File: config.mk
export PLATFORM = sky130hd
export DESIGN_NAME = f_pc_npc_ctrl
export DESIGN_NICKNAME = d
export VERILOG_FILES = /design/src/rtl/f_pc_npc_ctrl.sv
export SDC_FILE = /design/constraint.sdc
export NUM_CORES = 1
export LEC_CHECK = 0
export BUFFER_PORTS_ARGS = -buffer_cell sky130_fd_sc_hd__buf_2
export CAP_MARGIN = 5
export CORE_MARGIN = 2
export CORE_UTILIZATION = 58
export CTS_CLUSTER_DIAMETER = 100
export DETAILED_ROUTE_END_ITERATION = 10
export GPL_TIMING_DRIVEN = 0
export PLACE_DENSITY = 0.86
export SLEW_MARGIN = 20
export SYNTH_ARGS = -nofsm -noshare
export SYNTH_HDL_FRONTEND = slang
export SYNTH_SLANG_ARGS = --single-unit
File: constraint.sdc
create_clock -name clk -period 8.1 [get_ports clk]
set_input_delay 0 -clock clk [delete_from_list [all_inputs] [get_ports clk]]
set_output_delay 0 -clock clk [all_outputs]
set_load 0.01 [all_outputs]
File: src/rtl/f_pc_npc_ctrl.sv
// -----------------------------------------------------------------------------
// f_pc_npc_ctrl
//
// Fetch-side program counter and IF/ID pipeline register.
//   - Holds the fetch PC and forms the next PC from four sources:
//     sequential (f_pc + 4), conditional branch, j/jal and jr/jalr.
//   - Branch decisions come in already resolved by the D-stage comparator flags.
//   - There is one architectural delay slot. On the edge that applies a
//     redirect, the instruction at f_pc (= d_pc + 4) still enters IF/ID, and
//     it is never flushed.
//   - Flags a sticky fetch address error whenever a misaligned address is
//     loaded into the PC.
//
// Parameters
//   PC_RESET   PC value after reset, which is also the first fetch address.
//   INSTR_NOP  IF/ID instruction value after reset.
//
// Ports
//   clk         rising-edge clock
//   reset_n     asynchronous, active-low reset
//   stall       hold the PC and IF/ID this cycle (hazard unit)
//   im_instr    instruction word read at f_pc (combinational IM)
//   d_branch    D instruction is a conditional branch
//   d_br_type   branch kind: 0 beq, 1 bne, 2 blez, 3 bgtz, 4 bltz, 5 bgez,
//               6-7 never taken
//   d_equ       rs_val == rt_val
//   d_ltz       rs_val < 0
//   d_eqz       rs_val == 0
//   d_jump      D instruction is j/jal
//   d_jr        D instruction is jr/jalr
//   d_rs_val    forwarded rs value (jr target)
//   f_pc        current fetch address
//   d_instr     IF/ID instruction
//   d_pc        IF/ID PC
//   d_pc8       d_pc + 8 (link address)
//   d_taken     D control transfer redirects the NPC this cycle
//   f_adel      sticky misaligned-fetch flag
// -----------------------------------------------------------------------------
module f_pc_npc_ctrl #(
  parameter logic [31:0] PC_RESET  = 32'h0000_3000,
  parameter logic [31:0] INSTR_NOP = 32'h0000_0000
) (
  input  logic        clk,
  input  logic        reset_n,
  input  logic        stall,
  input  logic [31:0] im_instr,
  input  logic        d_branch,
  input  logic [2:0]  d_br_type,
  input  logic        d_equ,
  input  logic        d_ltz,
  input  logic        d_eqz,
  input  logic        d_jump,
  input  logic        d_jr,
  input  logic [31:0] d_rs_val,
  output logic [31:0] f_pc,
  output logic [31:0] d_instr,
  output logic [31:0] d_pc,
  output logic [31:0] d_pc8,
  output logic        d_taken,
  output logic        f_adel
);

  // Branch type encodings
  localparam logic [2:0] BrBeq  = 3'd0;
  localparam logic [2:0] BrBne  = 3'd1;
  localparam logic [2:0] BrBlez = 3'd2;
  localparam logic [2:0] BrBgtz = 3'd3;
  localparam logic [2:0] BrBltz = 3'd4;
  localparam logic [2:0] BrBgez = 3'd5;

  // Architectural state
  logic [31:0] r_f_pc;
  logic [31:0] r_d_instr;
  logic [31:0] r_d_pc;
  logic        r_f_adel;

  // Next-PC datapath
  logic [31:0] w_f_pc4;
  logic [31:0] w_d_pc4;
  logic [15:0] w_imm;
  logic [31:0] w_br_off;
  logic [31:0] w_br_tgt;
  logic [31:0] w_j_tgt;
  logic        w_br_cond;
  logic        w_br_taken;
  logic [31:0] w_npc;

  assign w_f_pc4  = r_f_pc + 32'd4;
  assign w_d_pc4  = r_d_pc + 32'd4;
  assign w_imm    = r_d_instr[15:0];
  assign w_br_off = {{14{w_imm[15]}}, w_imm, 2'b00};
  assign w_br_tgt = w_d_pc4 + w_br_off;

  // The region bits come from the delay-slot address, not from d_pc itself,
  // so a jump sitting in the last word of a 256 MB region lands in the next one.
  assign w_j_tgt  = {w_d_pc4[31:28], r_d_instr[25:0], 2'b00};

  // Branch condition, decoded from the comparator flags
  always_comb begin
    w_br_cond = 1'b0;
    unique case (d_br_type)
      BrBeq:   w_br_cond = d_equ;
      BrBne:   w_br_cond = ~d_equ;
      BrBlez:  w_br_cond = d_ltz | d_eqz;
      BrBgtz:  w_br_cond = ~d_ltz & ~d_eqz;
      BrBltz:  w_br_cond = d_ltz;
      BrBgez:  w_br_cond = ~d_ltz;
      default: w_br_cond = 1'b0;
    endcase
  end

  assign w_br_taken = d_branch & w_br_cond;

  // The decoder never raises two sources at once. The priority order only
  // keeps the result deterministic if it ever does.
  always_comb begin
    w_npc = w_f_pc4;
    if (d_jr) begin
      w_npc = d_rs_val;
    end else if (d_jump) begin
      w_npc = w_j_tgt;
    end else if (w_br_taken) begin
      w_npc = w_br_tgt;
    end
  end

  // PC register and sticky address-error flag. While stalled, the redirect
  // request is simply not sampled. It takes effect on the first unstalled
  // edge, using whatever flags are present then.
  always_ff @(posedge clk or negedge reset_n) begin
    if (!reset_n) begin
      r_f_pc   <= PC_RESET;
      r_f_adel <= 1'b0;
    end else if (!stall) begin
      r_f_pc <= w_npc;
      if (w_npc[1:0] != 2'b00) begin
        r_f_adel <= 1'b1;
      end
    end
  end

  // IF/ID register. There is no flush: the delay-slot instruction always
  // enters.
  always_ff @(posedge clk or negedge reset_n) begin
    if (!reset_n) begin
      r_d_instr <= INSTR_NOP;
      r_d_pc    <= PC_RESET;
    end else if (!stall) begin
      r_d_instr <= im_instr;
      r_d_pc    <= r_f_pc;
    end
  end

  assign f_pc    = r_f_pc;
  assign d_instr = r_d_instr;
  assign d_pc    = r_d_pc;
  assign d_pc8   = r_d_pc + 32'd8;
  assign d_taken = w_br_taken | d_jump | d_jr;
  assign f_adel  = r_f_adel;

endmodule
### Yosys cells after proc, flatten, opt, wreduce, memory -nomap -nowiden

Cells that the tools add are included.

* ROM bits: 0
* memories: 0
* RAM bits: 0
* flip-flop bits (word level): 97
* word-level logic and storage cells: 29
* input bits: 76
* latch bits: 0

* shift operators: 0
* equal/unequal tests: 5
* magnitude comparators: 0
* divide/modulo/power cells: 0
* $add $sub $neg: 4
* bitwise gates (word level): 9
* multiply operators: 0
* multiplexer cells: 4
* reductions and logical operators: 3

Operators with widths (number)
* $mux W32: 3
* $add A32 B3 Y32 const B: 2
* $add A32 B32 Y32: 1
* $add A32 B4 Y32 const B: 1
* $eq A3 B2 Y1 const B: 2
* $eq A3 B3 Y1 const B: 2
* $pmux W1 S6: 1
* $not A1 Y1: 4
* $eq A3 B1 Y1 const B: 1
* $logic_not A3 Y1: 1
* $or A1 B1 Y1: 3
* $and A1 B1 Y1: 2
* $reduce_and A2 Y1: 1
* $reduce_bool A2 Y1: 1

### Depth between registers and ports, before layout

Gate-level depths: netlist of run 1.

* word-level depth: 9
* mapped depth: 18
* mapped depth without buffers: 16

### Worst setup path after synthesis of run 1

Ideal clock, no wire load.

* path type: register to register
* start: register r_d_pc[4], in the netlist d_pc[4]
* end: register r_f_pc[31], in the netlist f_pc[31]
* required time: 7.976 ns
* data arrival time: 3.845 ns
* setup slack: 4.131 ns
* cell stages (with the launch flop): 18
* setup time: 0.124 ns
* path through: dfrtp_1 -> ha_1 -> buf_2 -> nand2_1 -> or4_1 -> buf_2 -> or3_4 -> nor2_1 -> xor2_1 -> ha_1 -> a21oi_1 -> nor2b_1 -> a2111oi_0 -> nor3b_1 -> a221oi_1 -> xnor2_1 -> a21oi_1 -> a211o_1

* cells in the longest elaborated chain, start to end: 5

RTL lines
* from (decl): line 74 `logic [31:0] r_d_pc;`
* from (signal assigned): line 150 `r_d_pc <= r_f_pc;`
* $add A32 B3 Y32 *: line 89 `assign w_d_pc4 = r_d_pc + 32'd4;`
* $add A32 B32 Y32: line 92 `assign w_br_tgt = w_d_pc4 + w_br_off;`
* $mux W32: line 122 `end else if (w_br_taken) begin`
* $mux W32 *: line 120 `end else if (d_jump) begin`
* $mux W32 *: line 118 `if (d_jr) begin`
* to (signal assigned): line 135 `r_f_pc <= w_npc;`
* to (decl): line 72 `logic [31:0] r_f_pc;`

Mark *: on every way between the ends. The rest lies on a longest branch, timed or not.
A chain may end at the register's enable or synchronous reset.

### Worst setup path in the final report of run 1

* start: register r_d_pc[13], in the netlist d_pc[13]
* end: register r_f_pc[31], in the netlist f_pc[31]

The elaborated chain is that of the path after synthesis.

==> flow_summary.json, run 1 <==
{
  "rsz0062_at_grt": "false",
  "areaGrowthSynthToFinish_pct": 26.50,
  "cp.arrival_ns": 4.92,
  "min-delay-path-class": "input pin to flip-flop",
  "endpoint_kind": "flip-flop",
  "synth_nets": 975,
  "fmax_mhz": 213.6,
  "synth_cell_types": 59,
  "seq_area_frac_synth_pct": 32.58,
  "slew_viol_final": 0,
  "core_area_sq_um": 12570,
  "cts.repair.resized": 0,
  "ctsHoldBuffers": 39,
  "cts_root_buffer": "clkbuf_16",
  "cts.htree.levels": 3,
  "synth_edf_count": 0,
  "start_util_pct": 59.40,
  "irDropWorstVdd_uv": 145.3,
  "wl_mm": 25.10,
  "fin_crit_sh_pct": 57.81,
  "synthTopCellsByCount": "93 x dfrtp_1, 80 x nand2_1, 80 x nor2_1, 63 x mux2_2",
  "skew_ns": 0.007319,
  "antenna_found_initial": 0,
  "dieWidth_um": 117.5,
  "top_usage_layer": "met2",
  "port_buffers": 203,
  "netlist.area_leader.share_pct": 31.17,
  "hold_violations": 1,
  "critPathLaunchType": "flip-flop",
  "grtUsageMet3_pct": 7.316,
  "rows": 41,
  "synth-seq-cells": 97,
  "violations": "hold timing",
  "cp.required_ns": 8.34,
  "clock-sinks": 97,
  "drc_errors": 0,
  "cts_buffers": 9,
  "syn_area_per_cell_sq_um": 8.661,
  "nets": 1229,
  "crit_fanout": 10,
  "gr-total-overflow": 0,
  "grt.total_usage_pct": 36.34,
  "final_layout_size_suffix_gt1_share_pct": 27.21,
  "place_ws_ns": 3.607,
  "async_flop_share_pct": 100.0,
  "grt_pass1_vias": 7517,
  "slew_headroom_pct": 39.22,
  "crit_chain": "clkbuf_1, nand4_1, nor3_1, nand3_1, nor2_1, nand2_1, xnor2_1, ha_1, a21oi_1, o21bai_1, a2111oi_0, nor3b_1, a221oi_1, xnor2_1, a21oi_1, a211o_1",
  "post-synth-top-area-cell": "dfrtp_1",
  "place_area_sq_um": 8731,
  "fin_tns_setup_ns": 0,
  "firstDrtPassIters": 6,
  "post_cts_buffers": 0,
  "fin_ws_ns": 3.418,
  "syn_inst": 862,
  "synth_warnings": 0,
  "clk_latency_ns": 0.36,
  "slowest_delay_ns": 0.54,
  "synthTopCellsByArea": "dfrtp_1 31%, mux2_2 9.5%, xnor2_1 6.9%",
  "vias": 7889,
  "worst_pin_slew_ns": 0.9117,
  "p_per_area_nw_per_um2": 214.4,
  "met2_usage_pct": 56.73,
  "dp_hpwl_mm": 18.16,
  "power_leakage_nw": 4.245,
  "syn_area_sq_um": 7466,
  "drt-initial-drc-count": 923,
  "drtAntennaViolNets": 0,
  "routabilityCongestion": 0.9840,
  "via_per_inst": 6.101,
  "die-area_sq_um": 13800,
  "cap_viol_max_count": 0,
  "cpMaxStageDelayCell": "a2111oi_0",
  "worstSetupPathType": "flip-flop to flip-flop",
  "fin_area_sq_um": 9444,
  "clockBufferDepth": 2,
  "synth_most_common_cell": "dfrtp_1",
  "grt_max_degree": 59,
  "met1_usage_pct": 49.42,
  "cts_tree": "done",
  "synth-main-ff-cell": "dfrtp_1",
  "finalSetupViolCount": 0,
  "io_pins": 206,
  "grt_pass1_wl_mm": 39.76,
  "routedWlPerCell_um": 19.41,
  "hold_ws_ns": -0.002014,
  "clkTransAtPathRegs_ns": 0.07,
  "timing.final.crit_period_ns": 4.682,
  "antenna_cells": 0,
  "outcome": "finished, violations left",
  "die_h_um": 117.5
}
==> metal layers <==
| metal | wire (um) | up-vias | share of wire [%] |
|---|---|---|---|
| met1 | 10020 | 3645 | 40 |
| met3 | 2864 | 87 | 11 |
| met4 | 946 | 0 | 3.8 |
| met5 | 0 | - | 0 |
| li1 | - | 3612 | - |
| met2 | 11270 | 545 | 45 |
==> final timing paths <==
path | slack (ns) | from | cells after the start | end
min in group asynchronous | 0.11 | reset_n | 2 | d_pc[2]
max | 3.42 | d_pc[13] | 16 | f_pc[31]
min reg2reg | 0.51 | d_instr[27] | 1 | d_instr[27]
max reg2reg | 3.42 | d_pc[13] | 16 | f_pc[31]
min | -0.002 | d_rs_val[5] | 4 | f_pc[5]
max in group asynchronous | 7.33 | reset_n | 3 | d_pc[13]
==> cell families (layout without fill, tap and decap cells) <==
logic type                 count (synthesis)  in the layout  synth area share [%]
AOI/OAI and AO/OA                        199            199                 16.31
DFF                                       97             97                 32.58
xor gates and xnor gates                 104            104                 12.30
and+or+nand+nor                          289            289                 18.45
buffers and inverters                     66            325                 3.620
muxes                                     70             70                 10.44
adders and majority gates                 37             37                 6.301
==> sequential cells by signal, summed over array words and instances (netlist names) <==
signal	cells
d_pc	32
f_pc	32
d_instr	32
f_adel	1
==> layout make-up <==
| class | count | area [sq um] |
|---|---|---|
| Multi-Input combinational cell | 699 | 4768 |
| Fill cell | 941 | 3124 |
| Sequential cell | 97 | 2432 |
| Timing Repair Buffer | 243 | 1440 |
| Clock buffer | 9 | 225.2 |
| Tap cell | 172 | 215.2 |
| Buffer | 51 | 214.0 |
| Clock inverter | 7 | 92.59 |
| Inverter | 15 | 56.30 |
==> worst max-delay path: cells and delay by family (launching register included) <==
kind	cells	cell delay [ns]
AND/OR/NAND/NOR	6	1.41
AO/OA/AOI/OAI	6	1.30
buffers and inverters	1	0.41
flip-flops	1	0.53
adder cells (fa/ha/maj)	1	0.37
XOR/XNOR	2	0.55
==> through the flow <==
step                cells  total power [W]  util, %
global route         1293         0.002129    75.14
global placement     1237         0.001484    69.20
CTS                  1293         0.001991    75.10
finish               1293         0.002025    75.14
detailed placement   1238         0.001507    69.47
floorplan             862         0.001210        -
==> power by group <==
part / switching [W] / total [W] / internal [W]
Combinational: 0.000499 / 0.000881 / 0.000382
Clock: 0.000199 / 0.000470 / 0.000271
Sequential: 0.000121 / 0.000675 / 0.000554
==> cell usage in the layout (no fill, tap or decap), types with 4 or more instances in the layout <==
cell | Yosys | routed
a21o_1 | 11 | 11
nor2_1 | 80 | 80
nor2b_1 | 10 | 10
clkbuf_16 | 0 | 9
xor2_1 | 44 | 44
nand2_1 | 80 | 80
a221oi_1 | 8 | 8
nor3_1 | 22 | 21
nand3_1 | 34 | 34
o211ai_1 | 9 | 9
a211oi_1 | 8 | 8
o31ai_1 | 4 | 4
ha_1 | 36 | 36
buf_4 | 4 | 4
a21oi_1 | 59 | 59
dfstp_2 | 4 | 4
mux2_2 | 63 | 63
o21ai_0 | 57 | 57
dfrtp_1 | 93 | 93
buf_1 | 10 | 10
dlygate4sd3_1 | 0 | 39
and3_1 | 10 | 10
nand2b_1 | 6 | 6
and2_1 | 6 | 6
mux2i_1 | 7 | 7
inv_1 | 14 | 14
clkbuf_1 | 31 | 31
o22ai_1 | 15 | 15
and4_1 | 6 | 6
xnor2_1 | 59 | 59
buf_2 | 6 | 208
or3_1 | 4 | 4
nand4_1 | 18 | 18
Power figures use the tool's default switching activity.
==> run 2, diff against run 1 <==
--- a/config.mk
+++ b/config.mk
@@ -5,14 +5,15 @@
 export SDC_FILE = /design/constraint.sdc
 export NUM_CORES = 1
 export LEC_CHECK = 0
+export ABC_AREA = 1
 export BUFFER_PORTS_ARGS = -buffer_cell sky130_fd_sc_hd__buf_2
 export CAP_MARGIN = 5
 export CORE_MARGIN = 2
-export CORE_UTILIZATION = 58
+export CORE_UTILIZATION = 50
 export CTS_CLUSTER_DIAMETER = 100
 export DETAILED_ROUTE_END_ITERATION = 10
 export GPL_TIMING_DRIVEN = 0
-export PLACE_DENSITY = 0.86
+export PLACE_DENSITY = 0.78
 export SLEW_MARGIN = 20
 export SYNTH_ARGS = -nofsm -noshare
 export SYNTH_HDL_FRONTEND = slang
==> constraint.sdc (replaced) <==
create_clock -name clk -period 4.3 [get_ports clk]
set_input_delay 0 -clock clk [delete_from_list [all_inputs] [get_ports clk]]
set_output_delay 0 -clock clk [all_outputs]
set_load 0.01 [all_outputs]
==> run 2 against run 1 <==
  * Clock power increased by 83%
  * First-iteration DRC count up 16%
  * Largest power group unchanged
  * The run now ends clean
  * Hold slack better by 0.015 ns
  * Critical endpoint is now f_pc[30]
  * Count of clock-buffer cells in the layout did not move
==> flow_summary.json, run 2 <==
{
  "port_buffers": 204,
  "crit_fanout": 8,
  "skew_ns": 0.01014,
  "rsz0062_at_grt": "false",
  "synth_cell_types": 47,
  "cts.htree.levels": 3,
  "filler_cell_count": 1602,
  "clkPwrFrac_pct": 24.5,
  "endpoint_kind": "flip-flop",
  "fin_crit_sh_pct": 87.41,
  "clk_latency_ns": 0.36,
  "synthTopCellsByCount": "435 x nand2_1, 142 x inv_1, 116 x nor2_1, 93 x dfrtp_1, 90 x o21ai_0",
  "switching_share_pct": 43.10,
  "post_cts_buffers": 0,
  "place_area_sq_um": 9677,
  "switchingPower_w": 0.001516,
  "core_area_sq_um": 16470,
  "firstDrtPassIters": 6,
  "timing.final.crit_period_ns": 3.759,
  "grt.total_usage_pct": 36.90,
  "clkTransAtPathRegs_ns": 0.08,
  "vias": 9760,
  "grt_max_degree": 60,
  "cts_tree": "done",
  "synthTopCellsByArea": "dfrtp_1 28%, nand2_1 20%, xor2_1 6.4%",
  "dp_hpwl_mm": 25.84,
  "syn_area_per_cell_sq_um": 6.496,
  "synth-main-ff-cell": "dfrtp_1",
  "dieWidth_um": 133.2,
  "min-delay-path-class": "input pin to flip-flop",
  "drtAntennaViolNets": 0,
  "cap_viol_max_count": 0,
  "power_leakage_nw": 5.433,
  "io_pins": 206,
  "async_flop_share_pct": 100.0,
  "nets": 1651,
  "via_per_inst": 5.536,
  "synth_nets": 1398,
  "syn_area_sq_um": 8347,
  "areaGrowthSynthToFinish_pct": 24.10,
  "p_per_area_nw_per_um2": 339.5,
  "worstSetupPathType": "flip-flop to flip-flop",
  "die_h_um": 133.2,
  "wl_mm": 32.58,
  "fin_area_sq_um": 10360,
  "routedWlPerCell_um": 18.48,
  "slew_viol_final": 0,
  "final-instance-count-excl-fill": 1763,
  "grt_pass1_vias": 9411,
  "cp.arrival_ns": 4.00,
  "finalSetupViolCount": 0,
  "netlist.area_leader.share_pct": 27.88,
  "fmax_mhz": 266.1,
  "gr-total-overflow": 0,
  "antenna_cells": 0,
  "clockBufferDepth": 2,
  "synth_warnings": 0,
  "p_int_w": 0.002001,
  "seq_area_frac_synth_pct": 29.14,
  "die-area_sq_um": 17740,
  "synth-seq-cells": 97,
  "cts.repair.resized": 0,
  "layout_common_cells": "435 x nand2_1, 208 x buf_2, 142 x inv_1",
  "critPathLaunchType": "flip-flop",
  "antenna_found_initial": 0,
  "p_seq_share_pct": 34.7,
  "post-synth-top-area-cell": "dfrtp_1",
  "start_util_pct": 50.69,
  "synth_edf_count": 0,
  "grt_pass1_wl_mm": 50.77,
  "drc_errors": 0,
  "final_layout_size_suffix_gt1_share_pct": 18.60,
  "pwr-share-comb_pct": 40.8,
  "syn_inst": 1285,
  "synth_most_common_cell": "nand2_1",
  "outcome": "complete, no violations",
  "rows": 47,
  "drt-initial-drc-count": 1075,
  "hold_violations": 0,
  "final_common_cell": "nand2_1",
  "place_inst": 1710,
  "cts_buffers": 9,
  "clock-sinks": 97,
  "cts_root_buffer": "clkbuf_16",
  "slew_headroom_pct": 42.55,
  "cp.required_ns": 4.54,
  "irDropWorstVdd_uv": 308.3,
  "worst_pin_slew_ns": 0.8617,
  "routabilityCongestion": 1.011,
  "fin_tns_setup_ns": 0
}
[run 2: cells by family (layout without fill, tap and decap cells)]
family          Yosys count  after routing  synth area share, %
buf+inv                 187            445                8.889
simple gates            701            701                35.81
flops                    97             97                29.14
fa+ha+maj                37             37                5.636
compound gates          192            192                13.07
xor+xnor                 71             71                7.450
[run 2: metal layers]
metal	share of wire (%)	routed length (um)	vias up	global-route usage (%)
li1	-	-	4628	-
met1	42	13680	4555	49.99
met2	46	14840	502	60.42
met3	9.2	3005	75	7.078
met4	3.2	1057	0	10.76
met5	0	0	-	0
[run 2: metrics by stage]
step	total power (W)	setup slack [ns]	utilization, %	hold WS, ns
detailed placement	0.002596	0.5755	58.77	-0.07112
CTS	0.003470	0.5573	62.91	0.007274
global route	0.003713	0.1713	62.91	0.03471
global placement	0.002575	0.6058	58.56	0.1922
floorplan	0.002040	1.295	-	-0.2956
finish	0.003517	0.5413	62.91	0.01260
[run 2: cell type report]
| class | instances | area (sq um) | share of cell area, % |
|---|---|---|---|
| multi-input cells | 1001 | 5172 | 49.93 |
| inverters | 144 | 540.5 | 5.218 |
| clock buffers | 9 | 225.2 | 2.174 |
| repair buffers | 242 | 1425 | 13.76 |
| flip-flops and latches | 97 | 2432 | 23.48 |
| plain buffers | 43 | 201.4 | 1.945 |
| clock inverters | 7 | 86.33 | 0.8334 |
| well taps | 220 | 275.3 | 2.657 |
[run 2: final timing paths]
kind                            slack, ns        to          from  depth (start not counted)
worst max-delay path                 0.54  f_pc[30]       d_pc[2]                         18
worst min-delay path                 0.01  f_pc[23]  d_rs_val[23]                          4
worst max register to register       0.54  f_pc[30]       d_pc[2]                         18
worst min register to register       0.47    f_adel        f_adel                          1
max in group asynchronous            3.50  d_pc[13]       reset_n                          3
min in group asynchronous            0.11    f_adel       reset_n                          2
[run 2: repair_timing]
action / CTS / global route
hold buffers: 37 / 0
endpoints found under the hold margin: 131 / 0
setup endpoints to repair: 0 / 0
[run 2: power groups by stage]
stage                     logic [W]  registers (W)  clock network (W)
after floorplan            0.000823        0.00122                  0
after global placement      0.00135        0.00123                  0
after detailed placement    0.00137        0.00123                  0
after CTS                   0.00140        0.00121           0.000855
after global routing        0.00158        0.00123           0.000896
final                       0.00144        0.00122           0.000861
[run 2: worst max-delay path: stages, from the launching register on]
cell	delay, ns
dfrtp_1	0.60
ha_1	0.27
nand3_1	0.22
nor2_2	0.26
nand3_4	0.17
nor3_1	0.28
xor2_1	0.15
ha_1	0.42
nand2_1	0.17
nor3_1	0.35
a21oi_1	0.18
nor2_1	0.14
nor2_1	0.08
nand2_1	0.06
nand2_1	0.05
nand3_1	0.08
nand2_1	0.05
nand2_1	0.05
nand2_1	0.05
